`config.mk`:
```
export PLATFORM = sky130hd
export DESIGN_NAME = tlp_tx_scheduler
export DESIGN_NICKNAME = d
export VERILOG_FILES = /design/src/rtl/tlp_pkg.sv /design/src/rtl/rr_pick.sv /design/src/rtl/tlp_tx_scheduler.sv
export SDC_FILE = /design/constraint.sdc
export NUM_CORES = 1
export LEC_CHECK = 0
export ABC_AREA = 1
export CORE_MARGIN = 2
export CORE_UTILIZATION = 48
export DETAILED_ROUTE_END_ITERATION = 8
export GPL_TIMING_DRIVEN = 0
export PLACE_DENSITY_LB_ADDON = 0.1
export SYNTH_ARGS = -nofsm -noshare
export SYNTH_HDL_FRONTEND = slang
export SYNTH_HIERARCHICAL = 1
export SYNTH_SLANG_ARGS = --single-unit
export TNS_END_PERCENT = 5
```
`constraint.sdc`:
```
create_clock -name trn_clk -period 1.9 [get_ports trn_clk]
set_input_delay 0.38 -clock trn_clk [delete_from_list [all_inputs] [get_ports trn_clk]]
set_output_delay 0.38 -clock trn_clk [all_outputs]
set_load 0.02 [all_outputs]
```
`src/rtl/tlp_pkg.sv`:
```
// Shared definitions for the TLP transmit/receive schedulers.
// Latency: n/a (types and constants only).
// Backpressure: n/a.
package tlp_pkg;

  // Arbitration FSM encoding; every 2-bit value is a legal state.
  typedef enum logic [1:0] {
    ST_IDLE  = 2'd0,
    ST_GRANT = 2'd1,
    ST_BUSY  = 2'd2,
    ST_GAP   = 2'd3
  } sched_state_t;

  // Cycles an untaken grant survives before it is revoked.
  localparam int DEF_GRANT_TIMEOUT = 64;
  // Minimum transmit buffers the core must report before a grant is issued.
  localparam int DEF_MIN_TBUF      = 1;

endpackage

```
`src/rtl/rr_pick.sv`:
```
// Rotating-priority selector: first set req bit strictly after index last, wrapping.
// Latency: purely combinational.
// Backpressure: none; caller decides whether to act on the selection.
module rr_pick #(
  parameter int N_REQ = 4
) (
  input  logic [N_REQ-1:0]         req,
  input  logic [$clog2(N_REQ)-1:0] last,
  output logic [N_REQ-1:0]         sel_oh,
  output logic [$clog2(N_REQ)-1:0] sel_idx,
  output logic                     sel_vld
);

  localparam int IW = $clog2(N_REQ);

  int            pos;
  logic [IW-1:0] pos_idx;

  // Walk last+1 .. last+N_REQ modulo N_REQ and keep the first requester found.
  always_comb begin
    sel_oh  = '0;
    sel_idx = '0;
    sel_vld = 1'b0;
    pos     = 0;
    pos_idx = '0;
    for (int k = 1; k <= N_REQ; k++) begin
      pos = int'(last) + k;
      if (pos >= N_REQ) pos = pos - N_REQ;
      pos_idx = pos[IW-1:0];
      if (!sel_vld && req[pos_idx]) begin
        sel_vld         = 1'b1;
        sel_idx         = pos_idx;
        sel_oh[pos_idx] = 1'b1;
      end
    end
  end

endmodule

```
`src/rtl/tlp_tx_scheduler.sv`:
```
// Round-robin owner of the single TLP transmit interface with guard gap and grant watchdog.
// Latency: grant registered on the edge that samples req in IDLE; >=2 grant-free cycles between owners.
// Backpressure: no grant while trn_tbuf_av < MIN_TBUF; grant holds until driven[owner] or timeout.
module tlp_tx_scheduler
  import tlp_pkg::*;
#(
  parameter int N_REQ         = 4,
  parameter int GRANT_TIMEOUT = DEF_GRANT_TIMEOUT,
  parameter int MIN_TBUF      = DEF_MIN_TBUF
) (
  input  logic             trn_clk,
  input  logic             reset,
  input  logic [N_REQ-1:0] req,
  input  logic [N_REQ-1:0] driven,
  input  logic [5:0]       trn_tbuf_av,
  output logic [N_REQ-1:0] grant,
  output logic [2:0]       owner,
  output logic             busy,
  output logic             timeout_pulse,
  output logic             proto_err
);

  localparam int            IW         = $clog2(N_REQ);
  localparam int            TW         = $clog2(GRANT_TIMEOUT);
  localparam logic [TW-1:0] TIMER_LAST = TW'(GRANT_TIMEOUT - 1);
  localparam logic [5:0]    TBUF_MIN   = 6'(MIN_TBUF);
  localparam logic [IW-1:0] LAST_RST   = IW'(N_REQ - 1);

  sched_state_t     state_q, state_d;
  logic [N_REQ-1:0] grant_q, grant_d;
  logic [IW-1:0]    owner_q, owner_d;
  logic [IW-1:0]    last_q, last_d;
  logic [TW-1:0]    timer_q, timer_d;
  logic             tpulse_q, tpulse_d;
  logic             perr_q, perr_d;

  logic [N_REQ-1:0] pick_oh;
  logic [IW-1:0]    pick_idx;
  logic             pick_vld;
  logic [N_REQ-1:0] owner_mask;
  logic             tbuf_ok;

  rr_pick #(.N_REQ(N_REQ)) u_pick (
    .req     (req),
    .last    (last_q),
    .sel_oh  (pick_oh),
    .sel_idx (pick_idx),
    .sel_vld (pick_vld)
  );

  assign owner_mask = {{(N_REQ-1){1'b0}}, 1'b1} << owner_q;
  assign tbuf_ok    = (trn_tbuf_av >= TBUF_MIN);

  // Next-state, grant, watchdog and protocol-error evaluation.
  always_comb begin
    state_d  = state_q;
    grant_d  = grant_q;
    owner_d  = owner_q;
    last_d   = last_q;
    timer_d  = timer_q;
    tpulse_d = 1'b0;
    // Only the owner may drive outside IDLE; nobody may drive in IDLE.
    if (state_q == ST_IDLE) perr_d = perr_q | (|driven);
    else                    perr_d = perr_q | (|(driven & ~owner_mask));

    case (state_q)
      ST_IDLE: begin
        grant_d = '0;
        if (pick_vld && tbuf_ok && (driven == '0)) begin
          grant_d = pick_oh;
          owner_d = pick_idx;
          last_d  = pick_idx;
          timer_d = '0;
          state_d = ST_GRANT;
        end
      end
      ST_GRANT: begin
        if (driven[owner_q]) begin
          grant_d = '0;
          state_d = ST_BUSY;
        end else if (timer_q == TIMER_LAST) begin
          grant_d  = '0;
          tpulse_d = 1'b1;
          state_d  = ST_GAP;
        end else begin
          timer_d = timer_q + TW'(1);
        end
      end
      ST_BUSY: begin
        grant_d = '0;
        if (!driven[owner_q]) state_d = ST_GAP;
      end
      ST_GAP: begin
        grant_d = '0;
        state_d = ST_IDLE;
      end
      default: begin
        grant_d = '0;
        state_d = ST_IDLE;
      end
    endcase
  end

  // State and output registers with synchronous reset.
  always_ff @(posedge trn_clk) begin
    if (reset) begin
      state_q  <= ST_IDLE;
      grant_q  <= '0;
      owner_q  <= '0;
      last_q   <= LAST_RST;
      timer_q  <= '0;
      tpulse_q <= 1'b0;
      perr_q   <= 1'b0;
    end else begin
      state_q  <= state_d;
      grant_q  <= grant_d;
      owner_q  <= owner_d;
      last_q   <= last_d;
      timer_q  <= timer_d;
      tpulse_q <= tpulse_d;
      perr_q   <= perr_d;
    end
  end

  assign grant         = grant_q;
  assign owner         = 3'(owner_q);
  assign busy          = (state_q == ST_GRANT) || (state_q == ST_BUSY);
  assign timeout_pulse = tpulse_q;
  assign proto_err     = perr_q;

endmodule

```
==> flow_metrics.py <==
metrics = {
    "run_status": {
        "outcome": "finished, final reports clean",
    },
    "routing": {
        "route.vias.total": 1579,
        "avgViaCountPerCell": 5.11,
        "wl_um": 3600,
        "routedWlPerCell_um": 11.6,
        "ant_nets": 0,
        "dr.first_iter.drc_count": 78,
        "drc": 0,
        "dr.pass1.iters": 4,
    },
    "global_route": {
        "antenna_found_initial": 0,
        "grt_start_max_net_pins": 11,
        "grt_pass1_vias": 1323,
        "grt_pass1_wl_um": 5510,
        "use_met3": 0.0469,
        "track_usage": 0.191,
        "grt_overflow": 0,
        "met1_usage": 0.267,
        "use_met2": 0.303,
        "grt.busiest_layer": "met2",
    },
    "cells_and_area": {
        "area_growth_syn_to_layout_pct": 29.4,
        "layout-drive-gt1-share": 0.249,
        "fin_util": 0.657,
        "fin_cells": 309,
        "layout.nets": 295,
        "diodes": 0,
    },
    "place": {
        "pre_cts_ws_ns": -0.400,
        "dp.cells": 298,
        "portBuffers": 23,
        "gp_congestion": 0.836,
        "dp.final_hpwl_um": 2540,
    },
    "sta": {
        "tightest_slew_ns": 0.532,
        "drv_slew": 0,
        "post-route-min-period_ns": 1.87,
        "whs_ns": 0.429,
        "setup_slack_ns": 0.0315,
        "rsz0062_at_grt": "yes",
        "setup_viol": 0,
        "hold_viol_final": 0,
        "period_share": 0.983,
        "maxSlewHeadroom": 0.646,
        "fmax_ghz": 0.535,
        "fin_skew_ns": 0.0116,
    },
    "critical_path": {
        "r2r_slack_ns": 0.08,
        "r2r-start": "last_q[1]",
        "reg2regPathDepth": 11,
        "required_ns": 2.06,
        "cp_max_fo": 7,
        "cp-start-kind": "primary input",
        "crit_path_end_kind": "flip-flop",
        "timing.rr.end": "owner_q[0]",
        "critical_path_class": "in2reg",
        "arrival_ns": 2.03,
    },
    "worst_hold_path": {
        "whs_path_depth": 2,
        "min_from": "reset",
        "min-delay-path-class": "in2reg",
        "hold-path-endpoint": "timer_q[0]",
    },
    "logic_synthesis": {
        "synth_top_area_frac": 0.232,
        "syn_inst": 231,
        "yosysSeqAreaShare": 0.232,
        "synth_area_um2": 1550,
        "synth_cell_type_count": 29,
        "synth-main-ff-cell": "dfxtp_1",
        "synth.most_common_cell": "nand2_1",
        "synth_area_leaders": "dfxtp_1 23%, nand2_1 12%, nand3_1 11%",
        "synth_top_cell_by_area": "dfxtp_1",
        "syn_area_per_cell_um2": 6.71,
        "ys_top_cells_by_count": "51 x nand2_1, 33 x nand3_1",
        "syn_nets": 260,
        "async_flop_share": 0,
        "ys_seq_elements": 18,
        "synth_edf_count": 0,
        "yosys_warnings": 6,
    },
    "clock_network": {
        "hold_buffers": 0,
        "cts_inserted_buffers": 3,
        "clk_latency_ns": 0.29,
        "cts_tree": "yes",
        "clkSinkCount": 18,
        "clockBufferDepth": 2,
        "clk_pin_slew_ns": 0.11,
        "htreeDepth": 1,
        "cts-root-buf": "clkbuf_4",
    },
    "run": {
        "maxCapViolations": 0,
    },
    "die": {
        "row_count": 20,
        "core_area_um2": 3050,
        "die-area_um2": 3700,
        "start_util": 0.508,
        "chipWidth_um": 60.8,
        "ioPinCount": 26,
        "die-height_um": 60.8,
    },
    "power_and_ir_drop": {
        "p_leak_nw": 0.861,
        "ir_drop_v": 0.000534,
        "power_density_nw_per_um2": 782,
        "p_total_w": 0.00157,
    },
}
kinds of logic (layout without fill, tap and decap cells):
| group | count (synthesis) | in the layout | share of synthesized area |
|---|---|---|---|
| XOR/XNOR | 2 | 2 | 0.0113 |
| AO/OA/AOI/OAI | 32 | 32 | 0.129 |
| adder cells (fa/ha/maj) | 13 | 13 | 0.105 |
| flip-flops | 18 | 18 | 0.232 |
| other | 1 | 1 | 0.00242 |
| AND/OR/NAND/NOR | 138 | 138 | 0.450 |
| buffers and inverters | 27 | 61 | 0.0694 |
power by group:
group	total, W	internal, W	switching [W]	leakage, nW
Clock	0.000235	0.000117	0.000118	0.0210
Sequential	0.000463	0.000422	0.0000414	0.147
Combinational	0.000871	0.000324	0.000546	0.692
state kept, by name, summed over array words and instances (netlist names):
register,flops
timer_q,6
grant,4
last_q,2
owner_q,2
state_q,2
proto_err,1
timeout_pulse,1
repair_timing:
action / in CTS / in global routing
endpoints found under the hold margin: 0 / 0
buffers inserted: 0 / 7
gates resized for setup: 9 / 20
pin swaps: 1 / 7
endpoints found under the setup margin: 17 / 19
how the worst max path moves through the flow:
| stage | cells after the start | startpoint | endpoint |
|---|---|---|---|
| floorplan | 13 | last_q[0] | timer_q[1] |
| global placement | 12 | req[1] | timer_q[5] |
| detailed placement | 12 | req[1] | timer_q[5] |
| CTS | 14 | req[2] | timer_q[4] |
| global route | 12 | req[1] | timer_q[3] |
| finish | 12 | req[1] | timer_q[3] |
critical path: stages:
cell and delay [ns]:
clkdlybuf4s50_1 0.52, nand2_2 0.08, nand2_2 0.11, nor2_4 0.07
nand4_1 0.07, inv_1 0.06, nor2_2 0.08, nand2_2 0.10
a21oi_4 0.28, nand2_4 0.12, nand2_1 0.09, a21oi_1 0.06
placed cells by master, fill, tap and decap left out, drive strengths merged:
| cell type | n |
|---|---|
| nand2 | 66 |
| nand3 | 35 |
| nor2 | 26 |
| inv | 23 |
| clkdlybuf4s50 | 20 |
| a21oi | 20 |
| dfxtp | 18 |
| ha | 13 |
| buf | 9 |
| nand4 | 8 |
| o21ai | 6 |
| clkbuf | 5 |
| a21boi | 4 |
| nor3 | 3 |
| xor2 | 2 |
| dlymetal6s2s | 2 |
| o21bai | 1 |
| conb | 1 |
| dlygate4sd2 | 1 |
| clkinvlp | 1 |
| a31oi | 1 |
metal layers:
layer  wire length [µm]  vias to the layer above
li1                   -                      834
met1               1800                      694
met2               1590                       45
met3                160                        6
met4                 46                        0
met5                  0                        -
final cells by class:
cell class / count / area [µm²]
fill: 296 / 1050
sequential: 18 / 372
inverter: 24 / 104
timing repair buffer: 30 / 287
multi-input combinational: 186 / 1140
clock buffer: 4 / 36.3
buffer: 3 / 15.0
tap: 44 / 55.1
through the flow:
step | TNS (ns) | instance area [µm²]
after detailed placement | -5.37 | 1840
final | 0 | 2010
after global routing | -0.339 | 2010
after CTS | -0.000929 | 1890
after floorplan | 0 | 1550
after global placement | -5.36 | 1840
Power figures use the tool's default switching activity.
